### config.mk
export PLATFORM = sky130hd
export DESIGN_NAME = adc_chan_avg
export DESIGN_NICKNAME = d
export VERILOG_FILES = /design/src/rtl/adc_pkg.sv /design/src/rtl/adc_tick_gen.sv /design/src/rtl/adc_chan_avg.sv
export SDC_FILE = /design/constraint.sdc
export NUM_CORES = 1
export LEC_CHECK = 0
export BUFFER_PORTS_ARGS = -buffer_cell sky130_fd_sc_hd__clkbuf_2
export CORE_MARGIN = 2
export CORE_UTILIZATION = 57
export DETAILED_ROUTE_END_ITERATION = 12
export GPL_TIMING_DRIVEN = 0
export PLACE_DENSITY = 0.79
export SETUP_SLACK_MARGIN = 0.2
export SLEW_MARGIN = 20
export SYNTH_ARGS = -nofsm -noshare
export SYNTH_HDL_FRONTEND = slang
export SYNTH_SLANG_ARGS = --single-unit
### constraint.sdc
create_clock -name CLOCK -period 14 [get_ports CLOCK]
set_input_delay 2.8 -clock CLOCK [delete_from_list [all_inputs] [get_ports CLOCK]]
set_output_delay 2.8 -clock CLOCK [all_outputs]
set_load 0.02 [all_outputs]
### src/rtl/adc_pkg.sv
`default_nettype none
// ============================================================================
//  Module      : adc_pkg
//  Description : Shared constants and types for the ADC channel consumers:
//                channel count/width, averaging FSM states, channel index.
//  Revision    : 1.0  initial release
// ============================================================================
package adc_pkg;

    localparam int ADC_DW  = 12;
    localparam int ADC_NCH = 8;

    typedef enum logic [1:0] {
        IDLE  = 2'd0,
        ACCUM = 2'd1,
        DUMP  = 2'd2
    } state_t;

    typedef logic [2:0] ch_idx_t;

endpackage
`default_nettype wire

### src/rtl/adc_tick_gen.sv
`default_nettype none
// ============================================================================
//  Module      : adc_tick_gen
//  Description : Free-running divider producing a one-cycle TICK every
//                CLK_DIV clocks. The tick cycle is the one where the counter
//                sits at CLK_DIV-1; the counter is 0 in the first cycle
//                after reset release.
//  Revision    : 1.0  initial release
// ============================================================================
module adc_tick_gen #(
    parameter int CLK_DIV = 5000
) (
    input  logic CLOCK,
    input  logic RESET,
    output logic TICK
);

    localparam int c_CW = (CLK_DIV > 1) ? $clog2(CLK_DIV) : 1;
    localparam logic [c_CW-1:0] c_LAST = c_CW'(CLK_DIV - 1);

    logic [c_CW-1:0] r_cnt;

    // Count 0..CLK_DIV-1 and wrap.
    always_ff @(posedge CLOCK or posedge RESET) begin
        if (RESET) begin
            r_cnt <= '0;
        end else if (r_cnt == c_LAST) begin
            r_cnt <= '0;
        end else begin
            r_cnt <= r_cnt + c_CW'(1);
        end
    end

    assign TICK = (r_cnt == c_LAST);

endmodule
`default_nettype wire

### src/rtl/adc_chan_avg.sv
`default_nettype none
// ============================================================================
//  Module      : adc_chan_avg
//  Description : Snapshots eight ADC channel words on each sample tick,
//                block-averages 2^LOG2_AVG snapshots per channel and keeps
//                sticky per-channel overcurrent flags against TRIP_LEVEL.
//                Channels are processed serially, one per cycle, after the
//                snapshot is taken.
//  Revision    : 1.0  initial release
// ============================================================================
module adc_chan_avg
    import adc_pkg::*;
#(
    parameter int CLK_DIV  = 5000,
    parameter int LOG2_AVG = 4,
    parameter int DW       = ADC_DW
) (
    input  logic                 CLOCK,
    input  logic                 RESET,
    input  logic [DW-1:0]        CH0,
    input  logic [DW-1:0]        CH1,
    input  logic [DW-1:0]        CH2,
    input  logic [DW-1:0]        CH3,
    input  logic [DW-1:0]        CH4,
    input  logic [DW-1:0]        CH5,
    input  logic [DW-1:0]        CH6,
    input  logic [DW-1:0]        CH7,
    input  logic [DW-1:0]        TRIP_LEVEL,
    input  logic                 CLEAR_ALARM,
    output logic [DW-1:0]        AVG0,
    output logic [DW-1:0]        AVG1,
    output logic [DW-1:0]        AVG2,
    output logic [DW-1:0]        AVG3,
    output logic [DW-1:0]        AVG4,
    output logic [DW-1:0]        AVG5,
    output logic [DW-1:0]        AVG6,
    output logic [DW-1:0]        AVG7,
    output logic                 AVG_VALID,
    output logic [ADC_NCH-1:0]   ALARM
);

    // Accumulator is wide enough for 2^LOG2_AVG full-scale samples.
    localparam int      c_AW       = DW + LOG2_AVG;
    localparam ch_idx_t c_LAST_IDX = ch_idx_t'(ADC_NCH - 1);

    logic               w_tick;
    logic [DW-1:0]      w_ch   [ADC_NCH];
    logic [ADC_NCH-1:0] w_set;

    state_t              r_state;
    ch_idx_t             r_idx;
    logic [LOG2_AVG-1:0] r_smp;
    logic [DW-1:0]       r_snap [ADC_NCH];
    logic [c_AW-1:0]     r_acc  [ADC_NCH];
    logic [DW-1:0]       r_avg  [ADC_NCH];
    logic                r_avg_valid;
    logic [ADC_NCH-1:0]  r_alarm;

    adc_tick_gen #(
        .CLK_DIV (CLK_DIV)
    ) u_tick (
        .CLOCK (CLOCK),
        .RESET (RESET),
        .TICK  (w_tick)
    );

    assign w_ch[0] = CH0;
    assign w_ch[1] = CH1;
    assign w_ch[2] = CH2;
    assign w_ch[3] = CH3;
    assign w_ch[4] = CH4;
    assign w_ch[5] = CH5;
    assign w_ch[6] = CH6;
    assign w_ch[7] = CH7;

    // Snapshot, serial accumulate and block dump sequencing.
    always_ff @(posedge CLOCK or posedge RESET) begin
        if (RESET) begin
            r_state     <= IDLE;
            r_idx       <= '0;
            r_smp       <= '0;
            r_avg_valid <= 1'b0;
            for (int k = 0; k < ADC_NCH; k++) begin
                r_snap[k] <= '0;
                r_acc[k]  <= '0;
                r_avg[k]  <= '0;
            end
        end else begin
            r_avg_valid <= 1'b0;
            case (r_state)
                IDLE: begin
                    if (w_tick) begin
                        for (int k = 0; k < ADC_NCH; k++) begin
                            r_snap[k] <= w_ch[k];
                        end
                        r_idx   <= '0;
                        r_state <= ACCUM;
                    end
                end
                ACCUM: begin
                    r_acc[r_idx] <= r_acc[r_idx] + {{LOG2_AVG{1'b0}}, r_snap[r_idx]};
                    r_idx        <= r_idx + ch_idx_t'(1);
                    if (r_idx == c_LAST_IDX) begin
                        r_smp <= r_smp + LOG2_AVG'(1);
                        if (r_smp == {LOG2_AVG{1'b1}}) begin
                            r_state <= DUMP;
                        end else begin
                            r_state <= IDLE;
                        end
                    end
                end
                DUMP: begin
                    for (int k = 0; k < ADC_NCH; k++) begin
                        r_avg[k] <= DW'(r_acc[k] >> LOG2_AVG);
                        r_acc[k] <= '0;
                    end
                    r_avg_valid <= 1'b1;
                    r_state     <= IDLE;
                end
                default: begin
                    r_state <= IDLE;
                end
            endcase
        end
    end

    // Overcurrent detect for the channel being accumulated this cycle.
    always_comb begin
        w_set = '0;
        if ((r_state == ACCUM) && (r_snap[r_idx] > TRIP_LEVEL)) begin
            w_set[r_idx] = 1'b1;
        end
    end

    // Sticky alarms; a fresh set survives a simultaneous clear.
    always_ff @(posedge CLOCK or posedge RESET) begin
        if (RESET) begin
            r_alarm <= '0;
        end else if (CLEAR_ALARM) begin
            r_alarm <= w_set;
        end else begin
            r_alarm <= r_alarm | w_set;
        end
    end

    assign AVG0      = r_avg[0];
    assign AVG1      = r_avg[1];
    assign AVG2      = r_avg[2];
    assign AVG3      = r_avg[3];
    assign AVG4      = r_avg[4];
    assign AVG5      = r_avg[5];
    assign AVG6      = r_avg[6];
    assign AVG7      = r_avg[7];
    assign AVG_VALID = r_avg_valid;
    assign ALARM     = r_alarm;

endmodule
`default_nettype wire

==> impl_metrics.tcl, run 1 <==
set metrics [dict create \
    power_mw 2.13 \
    crit_fanout 10 \
    start_util_pct 57.5 \
    grt_max_degree 97 \
    period_minus_slack_ns 5.52 \
    synth_cell_types 54 \
    r2r_start "r_idx[0]$_DFFE_PP0P_" \
    layout_commonest_cell "dfrtp_1" \
    hpwl_mm 31.4 \
    synth-edff-count 0 \
    syn-cell-area_mm2 0.0154 \
    core_mm2 0.0267 \
    r2r_slack_ns 8.48 \
    cp.required_ns 14.34 \
    num_rows 60 \
    cts.sinks 351 \
    drt_first_pass_iters 6 \
    p_seq_share_pct 48.6 \
    area_growth_pct 18.6 \
    fin_util_pct 68.2 \
    nNetsFinal 1577 \
    final_cell_mix "351 x dfrtp_1, 214 x clkbuf_2, 154 x mux2_2" \
    setup_tns_ns 0 \
    holdPathStages 1 \
    endpoint_kind "flop" \
    leakagePower_nw 8.92 \
    synthArstFlopShare_pct 100 \
    track_usage_pct 32.8 \
    die_width_um 168 \
    cts_resized 0 \
    via_per_inst 6.44 \
    drv_slew 0 \
    path_cells "buf_2, buf_2, nor3b_2, clkbuf_1, a22oi_1, nand4_1, ha_1, a21o_1, and4_1, o21ai_0, a21oi_1, a2111oi_2, o21ai_0" \
    timing.slew.headroom_pct 19.5 \
    hold_end "u_tick.r_cnt[0]$_DFF_PP0_" \
    setup_viol 0 \
    combPwrFrac_pct 3.9 \
    fmax_ghz 0.181 \
    internal_power_mw 1.67 \
    drcViolationCount 0 \
    numCtsBuffers 37 \
    synth_cells 1177 \
    p_sw_uw 461 \
    cellPowerDensity_mw_per_mm2 117 \
    ir_drop_mv 0.0860 \
    grt_pass1_wl_mm 70.1 \
    fp.dieH_um 168 \
    routedWlPerCell_um 25.8 \
    criticalPathCategory "reg2reg" \
    r2r_end "r_acc[103]$_DFFE_PP0P_" \
    port_buffers 214 \
    hp-class "reg2reg" \
    ant_nets 0 \
    grt_pass1_vias 11900 \
    ios 216 \
    synth_seq_cells 351 \
    cts.root.buffer_cell "clkbuf_16" \
    timing.hold.ws_ns 0.470 \
    fin_ws_ns 8.48 \
    antenna_found_initial 0 \
    finalCritPeriodShare_pct 39.5 \
    drive_above_1_share_pct 34.2 \
    htree_levels 2 \
    synth.avg_cell_area_um2 13.1 \
    path_buf_inv 3 \
    drt-total-wl_mm 46.5 \
    clkPwrFrac_pct 47.5 \
    antenna_cells 0 \
    holdCritStartpoint "u_tick.r_cnt[0]$_DFF_PP0_" \
    cts_buffer_depth 3 \
    clkTransAtPathRegs_ns 0.06 \
    drt-initial-drc-count 1410 \
    critical_path_arrival_ns 5.86 \
    syn_nets 1320 \
    status "complete, no violations" \
    cp-start-kind "flop" \
    rsz0062_at_grt "false" \
    gr-total-overflow 0 \
    worst_r2r_path_depth 13 \
    critical_path.max_stage_delay_ns 0.88 \
    gp_congestion 0.981 \
    drv_cap 0 \
    cp_slowest_cell "nor3b_2" \
    switching_share_pct 21.6 \
    die-area_mm2 0.0283 \
    finClkSkew_ns 0.0206 \
    cts_tree "done" \
    cts_setup_buffers 0 \
    synth-seq-area-share_pct 57.1 \
    place_ws_ns 8.86 \
    final_hold_viol_count 0 \
    cpLargestDelayFamily "compound AO/OA/AOI/OAI gates" \
    tightest_slew_ns 1.20 \
    clk-insertion-delay-late_ns 0.53 \
    vias 11600 \
    holdBufCountCts 0 \
    ys_warn_count 0 \
    synth_ff_type "dfrtp_1" \
]
## worst max-delay path by stage
stage | from | to | slack, ns | cells past startpoint
after global placement | RESET | AVG3[7]$_DFFE_PP0P_ | -1.84 | 2
after floorplan | RESET | ALARM[0]$_DFF_PP0_ | 1.46 | 1
after CTS | r_idx[0]$_DFFE_PP0P_ | r_acc[14]$_DFFE_PP0P_ | 8.82 | 13
after global routing | r_idx[0]$_DFFE_PP0P_ | r_acc[103]$_DFFE_PP0P_ | 8.42 | 13
final | r_idx[0]$_DFFE_PP0P_ | r_acc[103]$_DFFE_PP0P_ | 8.48 | 13
after detailed placement | r_idx[0]$_DFFE_PP0P_ | r_acc[71]$_DFFE_PP0P_ | 8.86 | 13
## registers in the layout, summed over array words and instances (netlist names)
signal,flops
ALARM,8
AVG0,12
AVG1,12
AVG2,12
AVG3,12
AVG4,12
AVG5,12
AVG6,12
AVG7,12
AVG_VALID,1
r_acc,128
r_idx,3
r_smp,4
r_snap,96
r_state,2
u_tick.r_cnt,13
## power by group through the flow
stage / clock network (mW) / registers (mW) / logic (mW)
after floorplan: 0 / 1.05 / 0.0485
after global placement: 0 / 1.06 / 0.0774
after detailed placement: 0 / 1.05 / 0.0830
after CTS: 1.02 / 1.04 / 0.0835
after global routing: 1.06 / 1.04 / 0.0917
final: 1.01 / 1.04 / 0.0835
## metal layers
layer | routed length, um | share of wire (%) | track usage (%) | vias to the layer above
met5 | 0 | 0 | 0 | -
met1 | 18400 | 40 | 44.0 | 5806
met3 | 4400 | 9.5 | 8.16 | 185
li1 | - | - | - | 4890
met2 | 21200 | 46 | 50.6 | 717
met4 | 2460 | 5.3 | 15.6 | 0
## cells in the mapped netlist, drive strengths merged, types with 3 or more instances
cell type,n,share of area [%]
dfrtp,351,57
mux2,194,15
a22oi,96,4.7
a22o,80,4.6
nand2,72,1.8
o21ai,68,2.2
clkbuf,48,1.2
ha,31,2.5
nand4,28,1.1
inv,26,0.63
buf,20,0.81
nor2,19,0.46
xnor2,19,1.1
a21oi,17,0.55
nand3,12,0.39
xor2,8,0.46
a21o,7,0.34
and2,7,0.28
mux2i,6,0.39
mux4,6,0.88
nor3,6,0.30
o22ai,6,0.24
o311ai,5,0.28
and3,4,0.16
nand2b,4,0.16
nor3b,4,0.26
a211oi,3,0.15
and4,3,0.17
nor2b,3,0.12
o21a,3,0.15
## cells by family (layout without fill, tap and decap cells)
kind of cell	Yosys count	count (layout)	synth area share (%)
compound gates	298	298	14.0
fa+ha+maj	32	32	2.65
xor+xnor	27	27	1.54
mux	206	206	16.5
flops	351	351	57.1
buf+inv	94	377	2.62
simple gates	169	169	5.64
## per-stage QoR
step	cells	area, um2
floorplan	1177	15400
global placement	1732	16900
detailed placement	1736	17000
CTS	1801	18200
global route	1801	18200
finish	1801	18200
## cell type report
type / instances / area [um2]
Clock inverter: 10 / 134
Timing Repair Buffer: 218 / 1160
Fill cell: 1905 / 8500
Inverter: 26 / 105
Buffer: 68 / 305
Sequential cell: 351 / 8780
Multi-Input combinational cell: 732 / 6190
Tap cell: 341 / 427
Clock buffer: 55 / 1120
Power figures use the tool's default switching activity.
==> run 2, diff against run 1 <==
--- a/config.mk
+++ b/config.mk
@@ -7,10 +7,10 @@
 export LEC_CHECK = 0
 export BUFFER_PORTS_ARGS = -buffer_cell sky130_fd_sc_hd__clkbuf_2
 export CORE_MARGIN = 2
-export CORE_UTILIZATION = 57
+export CORE_UTILIZATION = 52
 export DETAILED_ROUTE_END_ITERATION = 12
 export GPL_TIMING_DRIVEN = 0
-export PLACE_DENSITY = 0.79
+export PLACE_DENSITY = 0.76
 export SETUP_SLACK_MARGIN = 0.2
 export SLEW_MARGIN = 20
 export SYNTH_ARGS = -nofsm -noshare
==> constraint.sdc (replaced) <==
create_clock -name CLOCK -period 5.06 [get_ports CLOCK]
set_input_delay 1.012 -clock CLOCK [delete_from_list [all_inputs] [get_ports CLOCK]]
set_output_delay 1.012 -clock CLOCK [all_outputs]
set_load 0.02 [all_outputs]
==> run 2 against run 1 <==
Effect of this change: maximum frequency is 18% higher; routed wire length grew 1.9%; worst hold slack gained 0.011 ns; register-to-register slack got worse by 8.1 ns; clock-buffer cell count decreased by 10; critical path type unchanged; via count increased by 0.98%; critical path depth is 1 higher; worst setup slack worse by 8.1 ns; sequential share of layout area decreased by 1.2 points; die area grew 9.4%; core utilization decreased by 3.7 points.
==> impl_metrics.tcl, run 2 (synthesized netlist as in run 1, its figures left out) <==
set metrics [dict create \
    hpwl_mm 32.7 \
    largest_reg_flops 128 \
    placed_area_mm2 0.0172 \
    htree_levels 2 \
    startpoint "r_idx[2]$_DFFE_PP0P_" \
    crit_fanout 10 \
    port_buffers 214 \
    instances_no_fill 1855 \
    antenna_cells 0 \
    finClkSkew_ns 0.0299 \
    drv_slew 0 \
    cts_buffer_depth 3 \
    area_growth_pct 21.5 \
    routedWlPerCell_um 25.6 \
    drt_first_pass_iters 6 \
    via_per_inst 6.31 \
    nNetsFinal 1587 \
    fp.dieH_um 176 \
    drcViolationCount 0 \
    leakagePower_nw 9.16 \
    cts_setup_buffers 0 \
    tightest_slew_ns 1.28 \
    largest_registers "r_acc x128, r_snap x96, u_tick.r_cnt x13" \
    finalCritPeriodShare_pct 92.9 \
    cp.required_ns 5.47 \
    criticalPathCategory "reg2reg" \
    gr-total-overflow 0 \
    clkTransAtPathRegs_ns 0.06 \
    ios 216 \
    numCtsBuffers 38 \
    status "complete, no violations" \
    timing.slew.headroom_pct 14.6 \
    die_width_um 176 \
    drt-total-wl_mm 47.4 \
    cts.sinks 351 \
    endpoint_kind "flop" \
    multi_input_area_mm2 0.00627 \
    clk-insertion-delay-late_ns 0.55 \
    holdPathStages 1 \
    r2r_start "r_idx[2]$_DFFE_PP0P_" \
    drive_above_1_share_pct 36.8 \
    cts_tree "done" \
    fin_area_mm2 0.0187 \
    track_usage_pct 31.0 \
    grt_pass1_vias 12000 \
    dp.cells 1788 \
    worst_r2r_path_depth 14 \
    hp-class "reg2reg" \
    cellPowerDensity_mw_per_mm2 330 \
    critical_path_arrival_ns 5.11 \
    num_rows 62 \
    gp_congestion 0.965 \
    vias 11700 \
    drt-initial-drc-count 1171 \
    n_fill_cell 2145 \
    drv_cap 0 \
    grt_pass1_wl_mm 71.6 \
    rsz0062_at_grt "false" \
    place_ws_ns -0.180 \
    holdCritStartpoint "u_tick.r_cnt[0]$_DFF_PP0_" \
    fmax_ghz 0.213 \
    holdBufCountCts 0 \
    grt_max_degree 36 \
    start_util_pct 53.1 \
    cts.root.buffer_cell "clkbuf_16" \
    final-seq-area_mm2 0.00878 \
    fin_ws_ns 0.360 \
    final_hold_viol_count 0 \
    period_minus_slack_ns 4.70 \
    ir_drop_mv 0.254 \
    setup_viol 0 \
    antenna_found_initial 0 \
    core_mm2 0.0289 \
    regMostFlops "r_acc" \
    cp-start-kind "flop" \
    layout_commonest_cell "dfrtp_1" \
    final_cell_mix "351 x dfrtp_1, 230 x clkbuf_2, 154 x mux2_2" \
    ant_nets 0 \
    die-area_mm2 0.0310 \
]
==> run 2: cell types whose count changed in the layout (fill, tap and decap cells not counted), moves of 2 or more <==
cell / change
nor3b_4: +2
clkbuf_1: -24
clkbuf_8: -2
xnor2_2: +5
clkinv_2: +4
xnor2_1: -5
buf_12: +10
nor3b_2: -2
clkbuf_2: +16
bufinv_16: +5
==> run 2: metal layers <==
| metal | GRT usage (%) | vias up | wire length, um |
|---|---|---|---|
| met5 | 0 | - | 0 |
| met4 | 16.7 | 0 | 2790 |
| met3 | 7.64 | 195 | 4880 |
| met2 | 48.2 | 730 | 21500 |
| met1 | 40.4 | 5846 | 18200 |
| li1 | - | 4941 | - |
==> run 2: layout make-up <==
cell class	count	share of cell area [%]
Clock buffer	45	5.55
Buffer	68	1.75
Sequential cell	351	47.0
Inverter	26	0.543
Tap cell	384	2.57
Clock inverter	22	1.83
Multi-Input combinational cell	732	33.6
Timing Repair Buffer	227	7.14
==> run 2: report_power, final <==
part | switching, mW | internal, mW | leakage [nW]
Combinational | 0.136 | 0.112 | 3.81
Sequential | 0.0234 | 2.85 | 4.67
Clock | 1.16 | 1.88 | 0.683
==> run 2: worst max-delay path: stages, from the launching register on <==
cell,delay [ns]
dfrtp_1,0.34
buf_2,0.30
buf_2,0.40
and3_1,0.21
clkbuf_1,0.45
clkbuf_2,0.46
a22oi_1,0.17
nand4_1,0.25
ha_1,0.33
a21oi_1,0.26
nand2_1,0.13
o21a_1,0.28
o41ai_1,0.46
xnor2_2,0.26
a22o_1,0.27
==> run 2: worst paths after layout <==
path / end / slack, ns
min in group asynchronous: r_acc[31]$_DFFE_PP0P_ / 0.55
worst min register to register: u_tick.r_cnt[0]$_DFF_PP0_ / 0.48
max in group asynchronous: r_snap[30]$_DFFE_PP0P_ / 3.32
worst max-delay path: r_acc[43]$_DFFE_PP0P_ / 0.36
worst min-delay path: u_tick.r_cnt[0]$_DFF_PP0_ / 0.48
worst max register to register: r_acc[43]$_DFFE_PP0P_ / 0.36
==> run 2: timing repair <==
action                                  4_1_cts  5_1_grt
endpoints found under the setup margin       68       56
resized for setup                            16       19
pin swaps                                     0        0
==> run 2: through the flow <==
| stage | utilization, % | hold slack [ns] | power [mW] | setup TNS [ns] |
|---|---|---|---|---|
| 2_1_floorplan | - | 0.433 | 3.05 | -228.99 |
| 3_3_place_gp | 58.5 | 0.445 | 3.13 | -878.22 |
| 3_5_place_dp | 59.4 | 0.469 | 3.16 | -2.98 |
| 4_1_cts | 64.3 | 0.482 | 6.19 | 0 |
| 5_1_grt | 64.5 | 0.493 | 6.33 | 0 |
| 6_report | 64.5 | 0.481 | 6.16 | 0 |
